## config.mk

```make
export PLATFORM = sky130hd
export DESIGN_NAME = seg7_scan_driver
export DESIGN_NICKNAME = d
export VERILOG_FILES = /design/src/rtl/seg7_scan_driver.sv
export SDC_FILE = /design/constraint.sdc
export NUM_CORES = 1
export LEC_CHECK = 0
export ABC_AREA = 0
export CAP_MARGIN = 0
export CELL_PAD_IN_SITES_DETAIL_PLACEMENT = 0
export CELL_PAD_IN_SITES_GLOBAL_PLACEMENT = 1
export CORE_MARGIN = 1.5
export CORE_UTILIZATION = 43
export DETAILED_ROUTE_END_ITERATION = 8
export PLACE_DENSITY_LB_ADDON = 0.1
export SLEW_MARGIN = 10
export SYNTH_ARGS = -nofsm -noshare
export SYNTH_HDL_FRONTEND = slang
export SYNTH_SLANG_ARGS = --single-unit
```

## constraint.sdc

```tcl
create_clock -name clk -period 6.84 [get_ports clk]
set_input_delay 1.368 -clock clk [delete_from_list [all_inputs] [get_ports clk]]
set_output_delay 1.368 -clock clk [all_outputs]
set_load 0.05 [all_outputs]
```

## src/rtl/seg7_scan_driver.sv

```systemverilog
// Multiplexed 7-segment display driver: scan-step prescaler, double-buffered
// frame (pending/active) committed at scan wrap, registered active-low drives.
module seg7_scan_driver #(
   parameter int unsigned DIGITS   = 4,
   parameter int unsigned CLK_DIV  = 50000,
   parameter int unsigned BLANK_LZ = 1
) (
   input  logic                  clk,
   input  logic                  rst,
   input  logic [4*DIGITS-1:0]   data_in,
   input  logic [DIGITS-1:0]     dp_in,
   input  logic                  load,
   output logic                  load_ready,
   input  logic [DIGITS-1:0]     an_in,
   output logic                  scan_tick,
   output logic [6:0]            seg_out,
   output logic                  dp_out,
   output logic [DIGITS-1:0]     an_out
);

   localparam int unsigned DATA_W = 4 * DIGITS;
   localparam int unsigned CNT_W  = (CLK_DIV > 1) ? $clog2(CLK_DIV) : 1;
   localparam int unsigned ZC_W   = $clog2(DIGITS + 1);

   // Hex nibble to active-low {g,f,e,d,c,b,a}
   function automatic logic [6:0] hex_to_seg(input logic [3:0] nib);
      logic [6:0] s;
      s = 7'h7F;
      case (nib)
         4'h0: s = 7'h40;
         4'h1: s = 7'h79;
         4'h2: s = 7'h24;
         4'h3: s = 7'h30;
         4'h4: s = 7'h19;
         4'h5: s = 7'h12;
         4'h6: s = 7'h02;
         4'h7: s = 7'h78;
         4'h8: s = 7'h00;
         4'h9: s = 7'h10;
         4'hA: s = 7'h08;
         4'hB: s = 7'h03;
         4'hC: s = 7'h46;
         4'hD: s = 7'h21;
         4'hE: s = 7'h06;
         4'hF: s = 7'h0E;
      endcase
      return s;
   endfunction

   logic [CNT_W-1:0]  cnt_q, cnt_d;
   logic              tick_q, tick_d;
   logic [DATA_W-1:0] pend_q, pend_d;
   logic [DIGITS-1:0] pend_dp_q, pend_dp_d;
   logic [DATA_W-1:0] act_q, act_d;
   logic [DIGITS-1:0] act_dp_q, act_dp_d;
   logic              ready_q, ready_d;
   logic [6:0]        seg_q, seg_d;
   logic              dp_q, dp_d;
   logic [DIGITS-1:0] an_q, an_d;

   logic              commit_c;
   logic              transfer_c;
   logic [DIGITS-1:0] upper_zero;
   logic [ZC_W-1:0]   zero_cnt;
   logic [3:0]        sel_nib;
   logic              sel_dp;
   logic              sel_blank;
   logic              run_zero;

   // Prescaler: scan_tick is high the cycle after the count hits CLK_DIV-1
   always_comb begin
      cnt_d  = cnt_q + CNT_W'(1);
      tick_d = 1'b0;
      if (cnt_q == CNT_W'(CLK_DIV - 1)) begin
         cnt_d  = '0;
         tick_d = 1'b1;
      end
   end

   // Pending is full exactly when load_ready is low, so commit and transfer are exclusive
   assign commit_c   = tick_q & ~an_in[DIGITS-1] & ~ready_q;
   assign transfer_c = load & ready_q;

   always_comb begin
      pend_d    = pend_q;
      pend_dp_d = pend_dp_q;
      act_d     = act_q;
      act_dp_d  = act_dp_q;
      ready_d   = ready_q;
      if (commit_c) begin
         act_d    = pend_q;
         act_dp_d = pend_dp_q;
         ready_d  = 1'b1;
      end else if (transfer_c) begin
         pend_d    = data_in;
         pend_dp_d = dp_in;
         ready_d   = 1'b0;
      end
   end

   // Digit select, leading-zero blanking and decode for the next output register
   always_comb begin
      upper_zero = '0;
      zero_cnt   = '0;
      sel_nib    = 4'h0;
      sel_dp     = 1'b0;
      sel_blank  = 1'b0;
      run_zero   = 1'b1;
      seg_d      = 7'h7F;
      dp_d       = 1'b1;
      an_d       = '1;

      for (int i = int'(DIGITS) - 1; i >= 0; i--) begin
         run_zero      = run_zero & (act_q[4*i +: 4] == 4'h0);
         upper_zero[i] = run_zero;
      end

      for (int unsigned i = 0; i < DIGITS; i++) begin
         if (!an_in[i]) begin
            zero_cnt  = zero_cnt + ZC_W'(1);
            sel_nib   = act_q[4*i +: 4];
            sel_dp    = act_dp_q[i];
            sel_blank = (BLANK_LZ != 0) && (i != 0) && upper_zero[i];
         end
      end

      if (zero_cnt == ZC_W'(1)) begin
         seg_d = sel_blank ? 7'h7F : hex_to_seg(sel_nib);
         dp_d  = ~sel_dp;
         an_d  = an_in;
      end
   end

   always_ff @(posedge clk) begin
      if (rst) begin
         cnt_q     <= '0;
         tick_q    <= 1'b0;
         pend_q    <= '0;
         pend_dp_q <= '0;
         act_q     <= '0;
         act_dp_q  <= '0;
         ready_q   <= 1'b1;
         seg_q     <= 7'h7F;
         dp_q      <= 1'b1;
         an_q      <= '1;
      end else begin
         cnt_q     <= cnt_d;
         tick_q    <= tick_d;
         pend_q    <= pend_d;
         pend_dp_q <= pend_dp_d;
         act_q     <= act_d;
         act_dp_q  <= act_dp_d;
         ready_q   <= ready_d;
         seg_q     <= seg_d;
         dp_q      <= dp_d;
         an_q      <= an_d;
      end
   end

   assign scan_tick  = tick_q;
   assign load_ready = ready_q;
   assign seg_out    = seg_q;
   assign dp_out     = dp_q;
   assign an_out     = an_q;

endmodule

```

# After elaboration in Yosys (flattened, before gate mapping)
# Memory sizes are Yosys's and may differ from the RTL's. A register that Yosys moved wholly into a read port is not among the register bits.
# Index checks and enable logic that the tools add are counted.
# totals
ff_bits,63
ramBits,0
wordCells,50
out_inout_bits,14
rom_bits,112
latch_bits,0
in_bits,27
n_memories,1
# memory_table
name,words,width,read_ports,rd_clocked_by_memory_dff,wr,line_no,rtl
(no name shown),16,7,1,1,0,29,case (nib)
# classes
addsub,4
bitwise,10
n_reduce_logical,8
order_cmp,0
n_mux,16
shifts,0
n_eq_ne,2
n_mul,0
div,0
# ops
op,count
$add 16x1->16 const B,1
$eq 16x16->1 const B,1
$mux 4,4
$logic_not 4->1,3
$add 3x1->3 const B,3
$mux 1,9
$mux 3,3
$reduce_or 2->1,3
$and 1x1->1,5
$not 1->1,5
$eq 3x1->1 const B,1
$reduce_or 3->1,1
$reduce_and 2->1,1

# Depth between registers and ports, before layout
# logic_depth
word_depth,10
ltp_mapped,10
depth_no_buf,10

# Least setup slack after synthesis
# OpenSTA, ideal clock, no wires.
# synth_path
kind,input port to flip-flop
from,input an_in[1]
to,register seg_q[6] (netlist: seg_out[6])
cell_stages,9
path_buffers,0
t_required_ns,6.695
arrival_time_ns,3.007
setup_slack_ns,3.688
cell_sequence,inv_1 ha_1 xnor2_1 ha_1 nor3_1 a21oi_1 nor3_4 a21boi_4 o221ai_1
# synth_via
elab_chain_cells,8
# synth_rtl
element,line_no,rtl
start: declaration,14,"input logic [DIGITS-1:0] an_in,"
$mux 3,119,if (!an_in[i]) begin
$add 3x1->3,120,zero_cnt = zero_cnt + ZC_W'(1);
$mux 3,119,
$add 3x1->3,120,
$mux 3,119,
$eq 3x1->1,127,if (zero_cnt == ZC_W'(1)) begin
$not 1->1 (no line),n/a,
$reduce_or 3->1 (no line),n/a,
end: declaration,57,"logic [6:0] seg_q, seg_d;"
# Parallel ways exist; a longest one is shown, timed or not.
# A chain may end at the register's enable or synchronous reset.

# Worst setup path after layout
# Same ends and word-level chain as after synthesis.

==> out/metrics.yaml <==
clock_tree:
  root_buffer: "clkbuf_8"
  worstSkewPairLatency_ps: 340
  cts-hold-fix-buffers: 0
  cts_buffers: 9
  htree_num_levels: 3
  cts_sinks: 70
  cts_tree: "built"
  clk_pin_slew_ps: 80
  cts_resized: 0
  post_cts_buffers: 0
  clockBufferDepth: 2
sta:
  fin_hold_ws_ps: 446.6
  rsz0062_at_grt: "false"
  slew_viol_final: 0
  final.setup.tns_ps: 0
  max_freq_ghz: 0.2629
  relSlewSlack: 0.5156
  min_period_over_period: 0.5562
  setup_violations: 0
  worst_slew_pin_slew_ps: 724.4
  finClkSkew_ps: 7.705
  min_period_ps: 3804
  finalHoldViolCount: 0
logic_synthesis:
  synth_edf_count: 0
  synth.top_cell.area_share: 0.4714
  synth_area_leader_cell: "dfxtp_1"
  synth_cell_type_count: 42
  seq_area_frac_synth: 0.4714
  synth_fp_nets: 400
  synth_area_mm2: 0.002973
  synth_most_common_cell: "nand2_1"
  synth_seq_cells: 70
  syn_inst: 364
  synth-async-reset-ratio: 0
  synth_common_cells: "100 x nand2_1, 70 x dfxtp_1, 45 x a21oi_1"
  synth_area_per_cell_um2: 8.167
  synth_ff_type: "dfxtp_1"
  ys_top_cells_by_area: "dfxtp_1 47%, nand2_1 13%, a21oi_1 7.6%, ha_1 3.8%, nor2_1 3.8%"
  ys_warn_count: 0
route:
  remaining_drc_errors: 0
  routed_wirelength_mm: 6.026
  vias_per_cell: 5.139
  ant_nets: 0
  drtPass1Iterations: 4
  vias: 2477
  wl_per_cell_um: 12.50
  initialDrtViolationCount: 114
floorplan:
  fp.dieH_um: 86.15
  rows: 30
  die_area_mm2: 0.007422
  start_util: 0.4400
  io_pins: 41
  core_mm2: 0.006756
  die_w_um: 86.15
critical_path:
  cp_slowest_cell: "clkdlybuf4s50_1"
  worstSetupStartpointType: "input pin"
  critPathMaxFanout: 8
  r2r_slack_ps: 4690
  path_buf_inv: 2
  path_delay_family: "buffers and inverters"
  path_cells: "clkdlybuf4s50_1 > inv_1 > ha_1 > xnor2_1 > ha_1 > nor3_1 > a21oi_1 > nor3_4 > a21boi_4 > o221ai_1"
  crit_arrival_ps: 3990
  slowest_delay_ps: 610
  crit_path_end_kind: "flip-flop"
  path_class: "input pin to flip-flop"
  crit_top_cell: "ha_1"
  required_ps: 7030
power_and_ir_drop:
  power_density_mw_per_mm2: 236.6
  combPwrFrac: 0.098
  finalPower_uw: 848.3
  vdd_drop_max_uv: 144.9
  power_switching_uw: 215.6
  switching_share: 0.2541
  power_frac_clock: 0.403
  p_int_uw: 632.7
  seq_power_share: 0.499
  p_leak_uw: 0.001292
placed_design:
  portBuffers: 40
  dp_hpwl_mm: 4.212
  gp_congestion: 0.8063
finish:
  nets: 433
  drive_gt1_frac: 0.05224
  area_growth_syn_to_layout_pct: 20.62
  n_antenna_cell: 0
  nFillCells: 673
global_routing:
  antenna_found_initial: 0
  overflow: 0
  grt_util_all_layers: 0.1752
  grt_first_pass_wirelength_mm: 10.22
  grt_pass1_vias: 2242
  grt_max_degree: 27
outcome:
  outcome: "finished, final reports clean"
flow_run:
  max_cap_viol_count: 0
worst_hold_path:
  worst_hold_path_type: "flip-flop to flip-flop"
[layer usage]
layer	track usage	share of wire	vias up
met3	0.03754	0.029	10
met5	0	0	-
met2	0.2734	0.44	39
li1	-	-	1294
met1	0.2346	0.51	1134
met4	0.07478	0.015	0
[worst paths after layout]
kind | startpoint | end | depth (start not counted)
hold reg to reg | pend_q[13] | act_q[13] | 2
setup reg to reg | act_q[9] | seg_out[1] | 6
hold / removal | pend_q[13] | act_q[13] | 2
setup / recovery | an_in[1] | seg_out[6] | 10
[logic make-up (layout without fill, tap and decap cells)]
kind of cell,after synthesis,after routing,share of synthesized area
AND/OR/NAND/NOR,167,167,0.2428
multiplexers,3,3,0.01010
XOR/XNOR,14,14,0.04125
buffers and inverters,29,67,0.04713
adder cells (fa/ha/maj),9,9,0.03788
AO/OA/AOI/OAI,72,72,0.1494
flip-flops,70,70,0.4714
[cell usage in the layout, fill, tap and decap left out, types with 2 or more instances in the layout]
master and instances:
xor2_1 8, ha_1 9, o221ai_1 4, nand4_1 2
xnor2_1 6, nor3_1 3, nand2b_1 3, a211o_1 2
clkdlybuf4s50_1 40, o211ai_1 3, a21oi_1 45, and3_1 3
nor2b_1 2, or4_1 2, nor4_1 3, and2_1 2
o21ai_0 6, clkbuf_8 10, dfxtp_1 70, mux2i_1 3
a211oi_1 3, nand3_1 10, nor2_1 30, nand2_1 100
inv_1 10, a221oi_1 3, or3_1 2, clkinvlp_4 3
[through the flow]
step / utilization / instance area (um^2) / std cells / worst slack (ps)
after global routing: 0.5307 / 3586 / 482 / 2832
after detailed placement: 0.5000 / 3378 / 466 / 2720
after floorplan: - / 2973 / 364 / 3688
after global placement: 0.5000 / 3378 / 466 / 2775
after CTS: 0.5307 / 3586 / 482 / 3060
final: 0.5307 / 3586 / 482 / 3036
[worst reg2reg max path, delay by kind of cell, from the launching register on]
family | cells | cell delay, ps
compound gates | 3 | 990
fa+ha+maj | 1 | 360
buf+inv | 1 | 210
flops | 1 | 390
simple gates | 1 | 70
[flip-flops by register name, summed over array words and instances (netlist names)]
signal and flops:
dp_out 1, pend_dp_q 4, act_dp_q 4, cnt_q 16
an_out 4, seg_out 7, load_ready 1, pend_q 16
act_q 16, scan_tick 1
[layout make-up]
cell class	count	area [um^2]	share of cell area
Multi-Input combinational cell	265	1431	0.3992
Sequential cell	70	1401	0.3908
Timing Repair Buffer	41	407.9	0.1137
Clock buffer	10	137.6	0.03838
Tap cell	80	100.1	0.02791
Clock inverter	6	70.07	0.01954
Inverter	10	37.54	0.01047
[power groups by stage]
stage | clock network, uW | registers, uW | logic (uW)
after global placement | 0 | 432 | 83.2
after floorplan | 0 | 439 | 49.4
final | 342 | 423 | 83.2
after detailed placement | 0 | 432 | 83.2
after CTS | 351 | 423 | 83.7
after global routing | 370 | 424 | 93.2
Note: power is estimated with default switching activity, not from simulation.
==> variant 1, RTL diff (config.mk and constraints unchanged) <==
The parameter `DIGITS` goes from 4 to 8.
--- a/src/rtl/seg7_scan_driver.sv
+++ b/src/rtl/seg7_scan_driver.sv
@@ -1,7 +1,7 @@
 // Multiplexed 7-segment display driver: scan-step prescaler, double-buffered
 // frame (pending/active) committed at scan wrap, registered active-low drives.
 module seg7_scan_driver #(
-   parameter int unsigned DIGITS   = 4,
+   parameter int unsigned DIGITS   = 8,
    parameter int unsigned CLK_DIV  = 50000,
    parameter int unsigned BLANK_LZ = 1
 ) (
Interface: changed (resized an_in, an_out, data_in and dp_in); port bits go from 41 to 69. The function was not compared with the original's and may differ.
==> variant 1 against the original RTL <==
The run now ends with design-rule violations left. Clock power rose to 2.6 times the old value. Largest power group is now the clock network. Synthesized area rose by 72%. Total power rose by 120%. Worst setup slack got worse by 2.7 ns. Critical path type unchanged. Cell area rose by 81%. Fmax fell by 41%. Highest routed layer unchanged. Wire length rose by 98%. Sequential cell count rose by 44.
==> variant 1: results (changes against the original RTL) <==
stage,metric,value,unit,change
synthesis,yosys-top-cells-count,"nand2_1, dfxtp_1, a21oi_1",,
global_route,grt_use_met1,26.5,%,+3.1 points
worst_setup_path,crit_arrival,6.76,ns,+2.77 ns
detailed_routing,wl_per_cell,13.8,um,+10%
synthesis,synth_top_cell_area_share,44.7,%,-2.5 points
placed_design,dpl_worst_slack,-0.153,ns,-2.87 ns
timing,skew,0.00405,ns,-0.00365 ns
placed_design,io_buffers,68,,+70%
timing,slew_headroom,17.7,%,-34 points
global_route,use_met3,6.37,%,+2.6 points
timing,setup_slack,0.378,ns,-2.66 ns
placed_design,place_inst,834,,+79%
detailed_routing,dr_wl_met2,5.28,mm,+97%
worst_setup_path,crit_path_max_incr_delay,0.56,ns,-0.05 ns
clocking,h-tree-depth,4,,+1
detailed_routing,met1Wirelength,5.85,mm,+90%
outcome,violations,design-rule violations,,
clocking,insertion_delay,0.42,ns,+0.08 ns
finish,biggestRegsByFlops,"act_q (32), pend_q (32), cnt_q (16)",,
worst_setup_path,r2r_start,act_q[4],,
synthesis,synthTopCellsByArea,"dfxtp_1, nand2_1, a21oi_1, ha_1, clkbuf_1",,
detailed_routing,drc,2,,+2
outcome,outcome,"complete, but fails checks",,
detailed_routing,dr_wl_met3,523,um,+200%
clocking,path_clk_slew,0.05,ns,-0.03 ns
worst_setup_path,cp_max_fo,9,,+1
worst_setup_path,r2r_setup_slack,3.78,ns,-0.91 ns
synthesis,avgSynthCellArea,7.83,um^2,-4.1%
pwr,p_leak,2.38,nW,+84%
synthesis,yosys.cell_types.count,48,,+14%
worst_setup_path,worstSetupEndpoint,an_out[7],,
worst_setup_path,reg2regPathDepth,10,,+4
finish,nNetsFinal,775,,+79%
detailed_routing,wl,11.9,mm,+98%
synthesis,synth_seq_area_share,44.7,%,-2.5 points
finish,layout-drive-gt1-share,7.33,%,+2.1 points
variant 1: cell types whose count changed in the layout (fill, tap and decap cells not counted), moves of 6 or more:
cell	change
a21oi_1	+49
buf_4	+11
clkbuf_16	+17
clkbuf_8	-9
clkdlybuf4s50_1	+27
dfxtp_1	+44
inv_1	+9
nand2_1	+81
nor2b_1	+6
o21ai_0	+6
or3_1	+9
variant 1: worst min path at each step:
stage	from	end	slack (ns)	depth (start not counted)
global placement	pend_q[23]	act_q[23]	0.44	2
finish	pend_q[30]	act_q[30]	0.45	2
CTS	pend_q[10]	act_q[10]	0.45	2
floorplan	pend_dp_q[2]	act_dp_q[2]	0.43	2
global route	pend_q[23]	act_q[23]	0.47	2
detailed placement	pend_q[10]	act_q[10]	0.45	2
variant 1: cell type report:
type	instances	area [um^2]
timing repair buffer	80	766
multi-input combinational	478	2610
sequential	114	2280
inverter	19	71.3
tap	143	179
clock inverter	13	159
fill	1095	5010
clock buffer	19	443
variant 1: cells by family after synthesis:
group / share of synthesized area, %
flip-flops: 44.7
XOR/XNOR: 4.88
buffers and inverters: 4.46
AO/OA/AOI/OAI: 16.3
adder cells (fa/ha/maj): 3.43
multiplexers: 1.42
AND/OR/NAND/NOR: 24.8
variant 1: power by group:
group	leakage [nW]	total (W)	switching [W]	internal, W
Sequential	0.926	0.000698	0.0000104	0.000687
Combinational	1.17	0.000258	0.000149	0.000109
Clock	0.290	0.000891	0.000311	0.000580
variant 1: tightest hold or removal path: stages, from the launching register on:
cell     delay [ns]
dfxtp_1        0.31
nand2_1        0.05
a21oi_1        0.05
variant 1: through the flow:
stage	instance area [um^2]	TNS, ns
after detailed placement	5900	-0.812
after floorplan	5110	0
after global routing	6500	0
after CTS	6500	0
after global placement	5900	0
final	6500	0
==> variant 2, RTL diff (config.mk and constraints unchanged) <==
Made on the original files. The output `seg_out` loses its register stage (`seg_q` becomes a continuous assignment).
--- a/src/rtl/seg7_scan_driver.sv
+++ b/src/rtl/seg7_scan_driver.sv
@@ -140,7 +140,6 @@
          act_q     <= '0;
          act_dp_q  <= '0;
          ready_q   <= 1'b1;
-         seg_q     <= 7'h7F;
          dp_q      <= 1'b1;
          an_q      <= '1;
       end else begin
@@ -151,11 +150,12 @@
          act_q     <= act_d;
          act_dp_q  <= act_dp_d;
          ready_q   <= ready_d;
-         seg_q     <= seg_d;
          dp_q      <= dp_d;
          an_q      <= an_d;
       end
    end
+
+   assign seg_q = seg_d;
 
    assign scan_tick  = tick_q;
    assign load_ready = ready_q;
Function: changed (Yosys sat finds a counterexample within 4 cycles, from zero or initial values and one cycle with rst high).
==> variant 2 against the original RTL <==
Die area is 2.2% lower. First-iteration DRC count up 1.8%. The run now ends with design-rule violations left. Total power fell by 6.8%. Sequential cell count fell by 7. Critical path type is now in -> out. Synthesized area down 2.3%. Worst setup slack worse by 2.2 ns. Cell area decreased by 2.1%. Largest cell class unchanged. Wire length up 1.6%.
==> variant 2: results (changes against the original RTL) <==
stage,metric,value,unit,change
outcome,outcome,"complete, but fails checks",,
outcome,violations,design-rule violations,,
pwr,ir_drop,0.000146,V,+0.42%
finish,nNetsFinal,429,,-0.92%
timing,tightest_slew,0.814,ns,+0.0900 ns
finish,layout-drive-gt1-share,7.56,%,+2.3 points
detailed_routing,wl_per_cell,12.9,um,+3.3%
finish,nFillCells,661,,-1.8%
timing,skew,0.00820,ns,+0.000493 ns
synthesis,yosys-top-cells-count,"nand2_1, dfxtp_1, a21oi_1",,
placed_design,dpl.hpwl,4.32,mm,+2.6%
synthesis,synthCells,357,,-1.9%
global_route,grt_use_met1,26.1,%,+2.7 points
placed_design,dpl_cell_area,3320,um^2,-1.7%
detailed_routing,vias,2404,,-2.9%
worst_setup_path,cp_max_fo,7,,-1
global_route,grt_pass1_vias,2228,,-0.62%
global_route,grt_use_total,18.5,%,+0.96 points
global_route,grt_pass1_wl,10.6,mm,+3.3%
synthesis,synth_nets,394,,-1.5%
synthesis,yosys.cell_types.count,44,,+4.8%
detailed_routing,drt-initial-drc-count,116,,+1.8%
detailed_routing,drc,4,,+4
synthesis,synth_seq_area_share,43.4,%,-3.7 points
pwr,pwr_density_cell,225,nW/um^2,-4.8%
worst_setup_path,crit_path_max_incr_delay,0.74,ns,+0.13 ns
finish,fin_cells,474,,-1.7%
global_route,grt_max_degree,48,,+78%
pwr,p_leak,1.26,nW,-2.6%
global_route,use_met3,4.18,%,+0.43 points
placed_design,place_inst,458,,-1.7%
global_route,met2_usage,26.6,%,-0.72 points
clocking,path_clk_slew,0.06,ns,-0.02 ns
worst_setup_path,crit_arrival,4.67,ns,+0.68 ns
placed_design,place.gp.congestion,0.819,,+1.5%
placed_design,dpl_worst_slack,0.802,ns,-1.92 ns
-- variant 2: cell count changes in the layout (fill, tap and decap cells not counted), sizes merged, moves of 2 or more --
cell      change
clkbuf        +2
clkinv        +2
clkinvlp      -3
dfxtp         -7
inv           -2
nand3         -2
nor2          +2
nor2b         -2
nor3          -3
nor4b         +2
o221ai        +2
xnor2         +2
-- variant 2: final timing paths --
check                           slack [ns]       start  depth (start not counted)          to
worst min-delay path                  0.45  pend_q[14]                          2   act_q[14]
worst max-delay path                  0.80    an_in[1]                         11  seg_out[2]
worst min register to register        0.45  pend_q[14]                          2   act_q[14]
worst max register to register        5.15    cnt_q[0]                          5    cnt_q[9]
-- variant 2: tightest hold or removal path: stages, from the launching register on --
cell and delay (ns):
dfxtp_1 0.31, nand2_1 0.05, a21oi_1 0.05
-- variant 2: metal layers --
metal	wire [um]	up-vias	part of all wire (%)
li1	-	1265	-
met1	3180	1078	52
met2	2590	48	42
met3	219	13	3.6
met4	129	0	2.1
met5	0	-	0
-- variant 2: cell families after synthesis --
group	after synthesis	share of synthesized area, %
xor gates and xnor gates	16	5.08
muxes	3	1.03
buffers and inverters	27	4.48
and+or+nand+nor	168	25.1
DFF	63	43.4
adders and majority gates	10	4.31
AOI/OAI and AO/OA	70	16.6
-- variant 2: area by class of cell --
cell class	instances	share of cell area, %
Multi-Input combinational cell	267	43.1
Sequential cell	63	35.9
Timing Repair Buffer	42	11.8
Clock buffer	12	4.14
Tap cell	77	2.75
Clock inverter	4	1.28
Inverter	9	0.963
-- variant 2: power by group --
part,internal (W),total (W),switching (W)
clock network,0.000177,0.000310,0.000134
registers,0.000377,0.000383,0.00000584
logic,0.0000412,0.0000974,0.0000562
